[config.mk]
export PLATFORM = sky130hd
export DESIGN_NAME = shufflenet_stage_scheduler_flat
export DESIGN_NICKNAME = d
export VERILOG_FILES = /design/src/rtl/shufflenet_sched_pkg.sv /design/src/rtl/shufflenet_sched_if.sv /design/src/rtl/sched_delay_line.sv /design/src/rtl/shufflenet_stage_scheduler.sv /design/src/flat_wrapper.sv
export SDC_FILE = /design/constraint.sdc
export NUM_CORES = 1
export LEC_CHECK = 0
export ABC_CLOCK_PERIOD_IN_PS = 5490
export CORE_MARGIN = 3
export CORE_UTILIZATION = 52
export DETAILED_ROUTE_END_ITERATION = 10
export HOLD_SLACK_MARGIN = 0.15
export MAX_ROUTING_LAYER = met4
export PLACE_DENSITY_LB_ADDON = 0.12
export SLEW_MARGIN = 20
export SYNTH_ARGS = -nofsm -noshare
export SYNTH_HDL_FRONTEND = slang
export SYNTH_SLANG_ARGS = --single-unit
[constraint.sdc]
create_clock -name clk -period 5.49 [get_ports clk]
set_input_delay 1.3725 -clock clk [delete_from_list [all_inputs] [get_ports clk]]
set_output_delay 1.3725 -clock clk [all_outputs]
set_load 0.02 [all_outputs]
[src/rtl/shufflenet_sched_pkg.sv]
// Shared types and constants for the ShuffleNet stage scheduler,
// its config ROM and the feature-map memory control.
package shufflenet_sched_pkg;

  localparam int NUM_STAGES = 40;
  localparam int STAGE_W    = 6;
  localparam int CNT_W      = 7;

  typedef enum logic [2:0] {
    WAIT_MFSC,
    LOAD,
    RUN,
    DRAIN,
    DONE
  } sched_state_t;

endpackage

[src/rtl/shufflenet_sched_if.sv]
// Scheduler bundle: MFSC start, per-stage config from the ROM,
// counters, memory enables, bank select and result/busy status.
// SCHED_PERF_CNT_EN adds perf_cycles (busy cycle count).
interface shufflenet_sched_if #(
  parameter int STAGE_W = shufflenet_sched_pkg::STAGE_W,
  parameter int CNT_W   = shufflenet_sched_pkg::CNT_W
);

  logic               feature_map_ready;
  logic [CNT_W-1:0]   cfg_kernel_last;
  logic [CNT_W-1:0]   cfg_step_last;
  logic [STAGE_W-1:0] stage_count;
  logic [STAGE_W-1:0] stage_count_next;
  logic [CNT_W-1:0]   kernel_count;
  logic [CNT_W-1:0]   kernel_count_next;
  logic [CNT_W-1:0]   step_count;
  logic               read_kernel_enable;
  logic               read_featuremap_enable;
  logic               write_featuremap_enable;
  logic               select_bramA;
  logic               shuffleNet_Result_Ready;
  logic               busy;
`ifdef SCHED_PERF_CNT_EN
  logic [31:0]        perf_cycles;
`endif

  modport master (
    input  feature_map_ready,
    input  cfg_kernel_last,
    input  cfg_step_last,
    output stage_count,
    output stage_count_next,
    output kernel_count,
    output kernel_count_next,
    output step_count,
    output read_kernel_enable,
    output read_featuremap_enable,
    output write_featuremap_enable,
    output select_bramA,
    output shuffleNet_Result_Ready,
`ifdef SCHED_PERF_CNT_EN
    output perf_cycles,
`endif
    output busy
  );

  modport slave (
    output feature_map_ready,
    output cfg_kernel_last,
    output cfg_step_last,
    input  stage_count,
    input  stage_count_next,
    input  kernel_count,
    input  kernel_count_next,
    input  step_count,
    input  read_kernel_enable,
    input  read_featuremap_enable,
    input  write_featuremap_enable,
    input  select_bramA,
    input  shuffleNet_Result_Ready,
`ifdef SCHED_PERF_CNT_EN
    input  perf_cycles,
`endif
    input  busy
  );

endinterface

[src/rtl/sched_delay_line.sv]
// DEPTH-deep 1-bit shift register with async clear.
// Ports: clk, rst_n, i_d (read enable), o_q (delayed write enable).
module sched_delay_line #(
  parameter int DEPTH = 3
) (
  input  logic clk,
  input  logic rst_n,
  input  logic i_d,
  output logic o_q
);

  logic [DEPTH-1:0] r_sr;

  generate
    if (DEPTH == 1) begin : g_one
      always_ff @(posedge clk or negedge rst_n) begin
        if (!rst_n) r_sr <= '0;
        else        r_sr <= i_d;
      end
    end else begin : g_many
      always_ff @(posedge clk or negedge rst_n) begin
        if (!rst_n) r_sr <= '0;
        else        r_sr <= {r_sr[DEPTH-2:0], i_d};
      end
    end
  endgenerate

  assign o_q = r_sr[DEPTH-1];

endmodule

[src/rtl/shufflenet_stage_scheduler.sv]
// Stage/kernel/step sequencer for the ShuffleNet datapath.
// Ports: clk, rst_n, bus (shufflenet_sched_if.master).
// SCHED_PERF_CNT_EN adds the bus.perf_cycles busy-cycle counter.
module shufflenet_stage_scheduler #(
  parameter int NUM_STAGES = shufflenet_sched_pkg::NUM_STAGES,
  parameter int PIPE_LAT   = 3,
  parameter int STAGE_W    = shufflenet_sched_pkg::STAGE_W,
  parameter int CNT_W      = shufflenet_sched_pkg::CNT_W
) (
  input  logic                clk,
  input  logic                rst_n,
  shufflenet_sched_if.master  bus
);

  import shufflenet_sched_pkg::*;

  localparam int DW = (PIPE_LAT > 1) ? $clog2(PIPE_LAT) : 1;
  localparam logic [DW-1:0] DRAIN_LAST = DW'(PIPE_LAT - 1);
  localparam logic [STAGE_W-1:0] STAGE_LAST = STAGE_W'(NUM_STAGES - 1);

  sched_state_t       r_state, w_state_nxt;
  logic [STAGE_W-1:0] r_stage, w_stage_nxt;
  logic [CNT_W-1:0]   r_kernel, w_kernel_nxt;
  logic [CNT_W-1:0]   r_step, w_step_nxt;
  logic [CNT_W-1:0]   r_step_last, w_step_last_nxt;
  logic [DW-1:0]      r_drain, w_drain_nxt;
  logic               r_sel, w_sel_nxt;
  logic               w_rk, w_rd, w_wr, w_done, w_busy;

  always_ff @(posedge clk or negedge rst_n) begin
    if (!rst_n) begin
      r_state     <= WAIT_MFSC;
      r_stage     <= '0;
      r_kernel    <= '0;
      r_step      <= '0;
      r_step_last <= '0;
      r_drain     <= '0;
      r_sel       <= 1'b1;
    end else begin
      r_state     <= w_state_nxt;
      r_stage     <= w_stage_nxt;
      r_kernel    <= w_kernel_nxt;
      r_step      <= w_step_nxt;
      r_step_last <= w_step_last_nxt;
      r_drain     <= w_drain_nxt;
      r_sel       <= w_sel_nxt;
    end
  end

  always_comb begin
    w_state_nxt     = r_state;
    w_stage_nxt     = r_stage;
    w_kernel_nxt    = r_kernel;
    w_step_nxt      = r_step;
    w_step_last_nxt = r_step_last;
    w_drain_nxt     = r_drain;
    w_sel_nxt       = r_sel;
    w_rk            = 1'b0;
    w_rd            = 1'b0;
    w_done          = 1'b0;
    w_busy          = 1'b1;
    unique case (r_state)
      WAIT_MFSC: begin
        w_busy = 1'b0;
        if (bus.feature_map_ready) begin
          w_state_nxt = LOAD;
        end
      end
      LOAD: begin
        w_rk            = 1'b1;
        // Step limit is latched here so mid-RUN ROM changes wait
        // for the next kernel.
        w_step_last_nxt = bus.cfg_step_last;
        w_step_nxt      = '0;
        w_state_nxt     = RUN;
      end
      RUN: begin
        w_rd = 1'b1;
        if (r_step == r_step_last) begin
          w_drain_nxt = '0;
          w_state_nxt = DRAIN;
        end else begin
          w_step_nxt = r_step + 1'b1;
        end
      end
      DRAIN: begin
        if (r_drain == DRAIN_LAST) begin
          if (r_kernel < bus.cfg_kernel_last) begin
            w_kernel_nxt = r_kernel + 1'b1;
            w_step_nxt   = '0;
            w_state_nxt  = LOAD;
          end else if (r_stage < STAGE_LAST) begin
            w_stage_nxt  = r_stage + 1'b1;
            w_kernel_nxt = '0;
            w_step_nxt   = '0;
            w_sel_nxt    = ~r_sel;
            w_state_nxt  = LOAD;
          end else begin
            w_state_nxt  = DONE;
          end
        end else begin
          w_drain_nxt = r_drain + 1'b1;
        end
      end
      DONE: begin
        w_done       = 1'b1;
        w_stage_nxt  = '0;
        w_kernel_nxt = '0;
        w_step_nxt   = '0;
        w_sel_nxt    = 1'b1;
        w_state_nxt  = WAIT_MFSC;
      end
      default: begin
        w_state_nxt = WAIT_MFSC;
      end
    endcase
  end

  sched_delay_line #(
    .DEPTH (PIPE_LAT)
  ) u_wr_dly (
    .clk   (clk),
    .rst_n (rst_n),
    .i_d   (w_rd),
    .o_q   (w_wr)
  );

`ifdef SCHED_PERF_CNT_EN
  logic [31:0] r_perf;

  always_ff @(posedge clk or negedge rst_n) begin
    if (!rst_n) begin
      r_perf <= '0;
    end else if (r_state == WAIT_MFSC && bus.feature_map_ready) begin
      r_perf <= '0;
    end else if (w_busy && r_perf != 32'hFFFF_FFFF) begin
      r_perf <= r_perf + 32'd1;
    end
  end

  assign bus.perf_cycles = r_perf;
`endif

  assign bus.stage_count             = r_stage;
  assign bus.stage_count_next        = w_stage_nxt;
  assign bus.kernel_count            = r_kernel;
  assign bus.kernel_count_next       = w_kernel_nxt;
  assign bus.step_count              = r_step;
  assign bus.read_kernel_enable      = w_rk;
  assign bus.read_featuremap_enable  = w_rd;
  assign bus.write_featuremap_enable = w_wr;
  assign bus.select_bramA            = r_sel;
  assign bus.shuffleNet_Result_Ready = w_done;
  assign bus.busy                    = w_busy;

endmodule
[src/flat_wrapper.sv]
// flat-port wrapper written by rule: the top's interface ports become plain ports
module shufflenet_stage_scheduler_flat import shufflenet_sched_pkg::*;
#(
  parameter int NUM_STAGES = shufflenet_sched_pkg::NUM_STAGES,
  parameter int PIPE_LAT   = 3,
  parameter int STAGE_W    = shufflenet_sched_pkg::STAGE_W,
  parameter int CNT_W      = shufflenet_sched_pkg::CNT_W
)
  (clk, rst_n, bus_feature_map_ready, bus_cfg_kernel_last, bus_cfg_step_last, bus_stage_count, bus_stage_count_next, bus_kernel_count, bus_kernel_count_next, bus_step_count, bus_read_kernel_enable, bus_read_featuremap_enable, bus_write_featuremap_enable, bus_select_bramA, bus_shuffleNet_Result_Ready, bus_busy);
  shufflenet_sched_if #(.STAGE_W(STAGE_W), .CNT_W(CNT_W)) bus_i ();
  input  logic clk;
  input  logic rst_n;
  input wire logic [$bits(bus_i.feature_map_ready)-1:0] bus_feature_map_ready;
  input wire logic [$bits(bus_i.cfg_kernel_last)-1:0] bus_cfg_kernel_last;
  input wire logic [$bits(bus_i.cfg_step_last)-1:0] bus_cfg_step_last;
  output wire logic [$bits(bus_i.stage_count)-1:0] bus_stage_count;
  output wire logic [$bits(bus_i.stage_count_next)-1:0] bus_stage_count_next;
  output wire logic [$bits(bus_i.kernel_count)-1:0] bus_kernel_count;
  output wire logic [$bits(bus_i.kernel_count_next)-1:0] bus_kernel_count_next;
  output wire logic [$bits(bus_i.step_count)-1:0] bus_step_count;
  output wire logic [$bits(bus_i.read_kernel_enable)-1:0] bus_read_kernel_enable;
  output wire logic [$bits(bus_i.read_featuremap_enable)-1:0] bus_read_featuremap_enable;
  output wire logic [$bits(bus_i.write_featuremap_enable)-1:0] bus_write_featuremap_enable;
  output wire logic [$bits(bus_i.select_bramA)-1:0] bus_select_bramA;
  output wire logic [$bits(bus_i.shuffleNet_Result_Ready)-1:0] bus_shuffleNet_Result_Ready;
  output wire logic [$bits(bus_i.busy)-1:0] bus_busy;
  assign bus_i.feature_map_ready = bus_feature_map_ready;
  assign bus_i.cfg_kernel_last = bus_cfg_kernel_last;
  assign bus_i.cfg_step_last = bus_cfg_step_last;
  assign bus_stage_count = bus_i.stage_count;
  assign bus_stage_count_next = bus_i.stage_count_next;
  assign bus_kernel_count = bus_i.kernel_count;
  assign bus_kernel_count_next = bus_i.kernel_count_next;
  assign bus_step_count = bus_i.step_count;
  assign bus_read_kernel_enable = bus_i.read_kernel_enable;
  assign bus_read_featuremap_enable = bus_i.read_featuremap_enable;
  assign bus_write_featuremap_enable = bus_i.write_featuremap_enable;
  assign bus_select_bramA = bus_i.select_bramA;
  assign bus_shuffleNet_Result_Ready = bus_i.shuffleNet_Result_Ready;
  assign bus_busy = bus_i.busy;
  shufflenet_stage_scheduler #(.NUM_STAGES(NUM_STAGES), .PIPE_LAT(PIPE_LAT), .STAGE_W(STAGE_W), .CNT_W(CNT_W)) u_core (.clk(clk), .rst_n(rst_n), .bus(bus_i));
endmodule
[After elaboration in Yosys (flattened, before gate mapping)]
Index checks and enable logic that the tools add are counted.
Operators by class
  equality and inequality tests: 14
  mux-type cells: 30
  magnitude comparators: 2
  bitwise operators: 1
  reductions and logical operators: 9
  add/subtract/negate cells: 4
Operator list (count)
  2-to-1 mux 7 bit: 7
  case mux 7 bit (3 select lines): 1
  2-to-1 mux 6 bit: 3
  2-to-1 mux 3 bit: 5
  adder 7 x 1 -> 7 bit, second input constant: 2
  case mux 7 bit (2 select lines): 1
  case mux 3 bit (4 select lines): 1
  case mux 6 bit (2 select lines): 1
  inequality test 2 bit, second input constant: 4
  AND reduction 4 bit: 2
  equality test 7 bit: 1
  < comparator 7 bit: 1
  2-to-1 mux 1 bit: 7
  adder 6 x 1 -> 6 bit, second input constant: 1
  equality test 3 x 2 -> 1 bit, second input constant: 2
  < comparator 6 bit, second input constant: 1
  inequality test 2 x 1 -> 1 bit, second input constant: 3
  AND reduction 3 bit: 2
  2-to-1 mux 2 bit: 2
  case mux 2 bit (2 select lines): 1
  nonzero test 2 bit: 2
  equality test 3 x 1 -> 1 bit, second input constant: 1
  equality test 3 bit, second input constant: 1
  logical NOT 3 bit: 1
  7 further kinds: 7
Word-level totals
  bits in registers: 36
  output and inout bits: 39
  logic and storage cells: 68

[Longest topological paths before layout]
Gate-level depths: netlist of run 1.
  word-level depth: 5
  mapped depth: 9
  mapped depth without buffers: 8

[Hierarchy]
From an unflattened synthesis of run 1, not the netlist that was laid out.
Unflattened totals
  cells, all modules: 204
  area, all modules: 2023.2 um^2
By module, submodules not included
  shufflenet_stage_scheduler: cells each 201, times used 1, area each 1948.1 um^2
  sched_delay_line: cells each 3, times used 1, area each 75.1 um^2

[Least setup slack after synthesis of run 1]
No wires, ideal clock.
  kind: input-to-output
  start point: in bus_cfg_kernel_last[6]
  end point: out bus_stage_count_next[3]
  arrival time: 3.197 ns
  stages on the path: 6
  setup slack: 0.921 ns
  required time: 4.118 ns
  path buffers: 0
  cells stage by stage: inv_1 -> ha_1 -> nand3_1 -> nor3_4 -> nor2_2 -> o41ai_1
On the way
  cells in the longest elaborated chain, start to end: 4
RTL lines
  from (decl): RTL line flat_wrapper.sv:14  | input wire logic [$bits(bus_i.cfg_kernel_last)-1:0] bus_cfg_kernel_last;
  < comparator 7 bit: RTL line shufflenet_stage_scheduler.sv:88  | if (r_kernel < bus.cfg_kernel_last) begin
  2-to-1 mux 6 bit: RTL line shufflenet_stage_scheduler.sv:88
  2-to-1 mux 6 bit: RTL line shufflenet_stage_scheduler.sv:87  | if (r_drain == DRAIN_LAST) begin
  case mux 6 bit (2 select lines): RTL line shufflenet_stage_scheduler.sv:62  | unique case (r_state)
  to (decl): RTL line flat_wrapper.sv:17  | output wire logic [$bits(bus_i.stage_count_next)-1:0] bus_stage_count_next;
Every way passes these cells.

[Final worst setup path of run 1]
  start point: in bus_cfg_kernel_last[1]
  end point: out bus_kernel_count_next[3]
On the way
  cells in the longest elaborated chain, start to end: 4
RTL lines
  < comparator 7 bit: RTL line shufflenet_stage_scheduler.sv:88
  2-to-1 mux 7 bit: RTL line shufflenet_stage_scheduler.sv:88
  2-to-1 mux 7 bit: RTL line shufflenet_stage_scheduler.sv:87
  case mux 7 bit (2 select lines): RTL line shufflenet_stage_scheduler.sv:62
  to (decl): RTL line flat_wrapper.sv:19  | output wire logic [$bits(bus_i.kernel_count_next)-1:0] bus_kernel_count_next;
Every way passes these cells.

==> flow_summary.yaml, run 1 <==
drt:
  wl_mm: 4.81
  vias: 1808
  drt_iter0_drc: 113
  via_per_inst: 5.85
  postRouteAntennaNets: 0
  drc_errors: 0
  drt_first_pass_iters: 4
  wl_per_cell_um: 15.6
synth:
  yosys_register_bits: 36
  yosys-top-cells-count: "35 x dfrtp_1, 19 x nand2_1, 11 x inv_1, 10 x ha_1"
  syn_nets: 229
  synthMostInstantiatedCell: "dfrtp_1"
  synth_area_leaders: "dfrtp_1 42%, ha_1 5.9%, mux2_2 3.7%"
  synth-edff-count: 0
  seq_area_frac_synth_pct: 42.8
  yosysTopAreaCell: "dfrtp_1"
  ys_types: 53
  syn_area_um2: 2110
  ys_warn_count: 0
  async_reset_ff_share_pct: 100
  synth_cells: 202
  syn_avg_cell_area_um2: 10.4
  synth_ff_type: "dfrtp_1"
  synth_top_area_share_pct: 41.6
power:
  power.density_nw_per_um2: 492
  seqPwrFrac_pct: 32.8
  vdd.ir_drop.worst_uv: 281
  p_sw_share_pct: 41.8
  totalPowerFinal_mw: 1.38
  p_leak_nw: 1.23
  pwr-share-comb_pct: 52.6
  switchingPower_mw: 0.578
  pwr-share-clk_pct: 14.7
  p_int_mw: 0.804
critical_path:
  reg2regPathDepth: 7
  cp_top_family: "buffers and inverters"
  path_common_cell: "clkdlybuf4s50_1"
  end_kind: "output pin"
  start_kind: "primary input"
  path_cells: "clkdlybuf4s50_1 > inv_1 > ha_1 > a2111oi_4 > nor3_4 > nor2_2 > a41oi_1 > a31oi_1 > clkdlybuf4s50_1"
  crit_path_max_incr_delay_ns: 0.65
  rrSetupSlack_ns: 3.23
  cp.depth: 9
  arrival_ns: 3.97
  r2r-end: "u_core.bus.stage_count[3]"
  crit-reg2reg-launch: "u_core.r_drain[0]"
  cp_max_fo: 8
  cp_num_buf_inv: 3
  crit_type: "primary input to output pin"
  cp.required_ns: 4.12
  cp_slowest_cell: "clkdlybuf4s50_1"
timing:
  post-route-min-period_ns: 5.35
  tightest_slew_ns: 0.653
  max_freq_mhz: 187
  timing_max_transition_violations_final: 0
  hold_violations: 0
  slew_headroom_pct: 56.3
  rsz0062_at_grt: "true"
  finalClockSkew_ns: 0.00528
  period_share_pct: 97.4
  setup_violations: 0
  setup_ws_ns: 0.143
  setup_tns_ns: 0
hold_path:
  min_to: "u_core.u_wr_dly.r_sr[1]"
  hold_depth: 0
  hold_class: "flop to flop"
  min_from: "u_core.u_wr_dly.r_sr[0]"
finish:
  seq_area_um2: 902
  fill_cells: 291
  syn_to_final_growth_pct: 33.4
  layout.nets: 287
  multi_input_area_um2: 1140
  drive_gt1_share_pct: 13.8
  antenna_cells: 0
  final_util_pct: 74.6
  final-instance-count-excl-fill: 309
floorplanning:
  coreArea_um2: 3770
  die-area_um2: 4850
  die_h_um: 69.7
  pin_count: 56
  rows: 22
  fp.dieW_um: 69.7
  start_util_pct: 55.9
placement:
  dpl.hpwl_mm: 3.52
  post-place-ws_ns: 0.0207
  dp_cells: 300
  place.gp.congestion: 0.843
  io_buffers: 55
global_routing:
  antenna_found_initial: 0
  grt_pass1_wl_mm: 8.08
  grt_max_degree: 37
  grt_overflow: 0
  grtUsageTotal_pct: 21.1
  grt_pass1_vias: 1710
status:
  status: "finished clean"
cts:
  ctsHoldBuffers: 0
  clockRootBuffer: "clkbuf_8"
  cts_tree: "built"
  clk_pin_slew_ns: 0.08
  htreeDepth: 2
  clock-sinks: 36
  cts_made_buffers: 5
  clk_latency_ns: 0.30
  clock_path_buffers: 2
job:
  cap_violations: 0
## cell families (layout without fill, tap and decap cells)
logic type	Yosys count	in the layout	share of synthesized area, %
fa+ha+maj	10	10	5.94
flops	36	36	42.8
mux	14	14	7.30
buf+inv	18	77	3.56
compound gates	52	52	20.4
xor+xnor	8	8	3.33
simple gates	64	64	16.6
## layer usage
layer  vias up  GRT usage, %  routed length [um]
met4         0          5.11                  51
li1        861             -                   -
met5         -             -                   0
met3         6          6.09                 254
met1       890          28.1                2220
met2        51          31.9                2280
## stage by stage
step | cell area (um^2) | hold slack, ns
CTS | 2790 | 0.355
floorplan | 2110 | 0.331
global route | 2810 | 0.365
finish | 2810 | 0.352
detailed placement | 2700 | 0.338
global placement | 2700 | 0.334
## registers in the layout, indices dropped and copies added, names as in the netlist
signal	cells
u_core.bus.kernel_count	7
u_core.bus.step_count	7
u_core.r_step_last	7
u_core.bus.stage_count	6
u_core.r_state	3
u_core.u_wr_dly.r_sr	3
u_core.r_drain	2
u_core.bus.select_bramA	1
## power by group through the flow
stage	logic, mW	registers (mW)	clock network [mW]
final	0.726	0.453	0.203
after global routing	0.786	0.468	0.216
after CTS	0.730	0.452	0.205
after detailed placement	0.727	0.457	0
after global placement	0.707	0.453	0
after floorplan	0.470	0.470	0
## how the worst max path moves through the flow
stage / start / endpoint / slack [ns]
6_report: bus_cfg_kernel_last[1] / bus_kernel_count_next[3] / 0.14
3_5_place_dp: bus_cfg_kernel_last[6] / bus_stage_count_next[4] / 0.02
3_3_place_gp: bus_cfg_kernel_last[6] / bus_stage_count_next[4] / 0.09
2_1_floorplan: bus_cfg_kernel_last[6] / bus_stage_count_next[3] / 0.92
5_1_grt: bus_cfg_kernel_last[1] / bus_stage_count_next[1] / -0.01
4_1_cts: bus_cfg_kernel_last[6] / bus_stage_count_next[4] / 0.006
## cells in the final DEF, fill, tap and decap left out, drive strengths merged, types with 2 or more instances in the layout
cell           synthesis  routed
o211ai                 4       4
nor2                  10      10
nand2                 19      19
clkdlybuf4s50          0      52
nor2b                  2       2
clkbuf                 2       7
mux2                   8       8
and2                   2       2
a221oi                 2       2
a21o                   3       3
ha                    10      10
dlymetal6s2s           0       3
a31oi                  4       4
a22o                   3       3
dfrtp                 35      35
xor2                   4       4
nor3                   5       5
inv                   12      12
nand2b                 5       5
o41a                   2       2
nand4                  7       7
a21oi                  6       6
a41oi                  2       2
xnor2                  4       4
mux2i                  6       6
nor4                   2       2
o31ai                  3       3
buf                    4       2
o21ai                 13      13
a211oi                 2       2
nand3                  9       9
o21a                   2       2
## area by class of cell
cell class,count,area share (%)
timing repair buffer,57,20.4
clock inverter,1,0.267
tap,48,2.14
multi-input combinational,148,40.5
inverter,12,1.60
sequential,36,32.1
clock buffer,7,3.07
## timing repair
item	in CTS	in global routing
gates resized for setup	0	4
setup buffers	0	1
endpoints found under the setup margin	0	9
Power figures use the tool's default switching activity.
==> run 2: changes to the inputs <==
--- a/config.mk
+++ b/config.mk
@@ -6,6 +6,7 @@
 export NUM_CORES = 1
 export LEC_CHECK = 0
 export ABC_CLOCK_PERIOD_IN_PS = 5490
+export CAP_MARGIN = 20
 export CORE_MARGIN = 3
 export CORE_UTILIZATION = 52
 export DETAILED_ROUTE_END_ITERATION = 10
==> results of run 2 <==
Same layout as run 1: the final DEF is identical, and so are final timing and power.
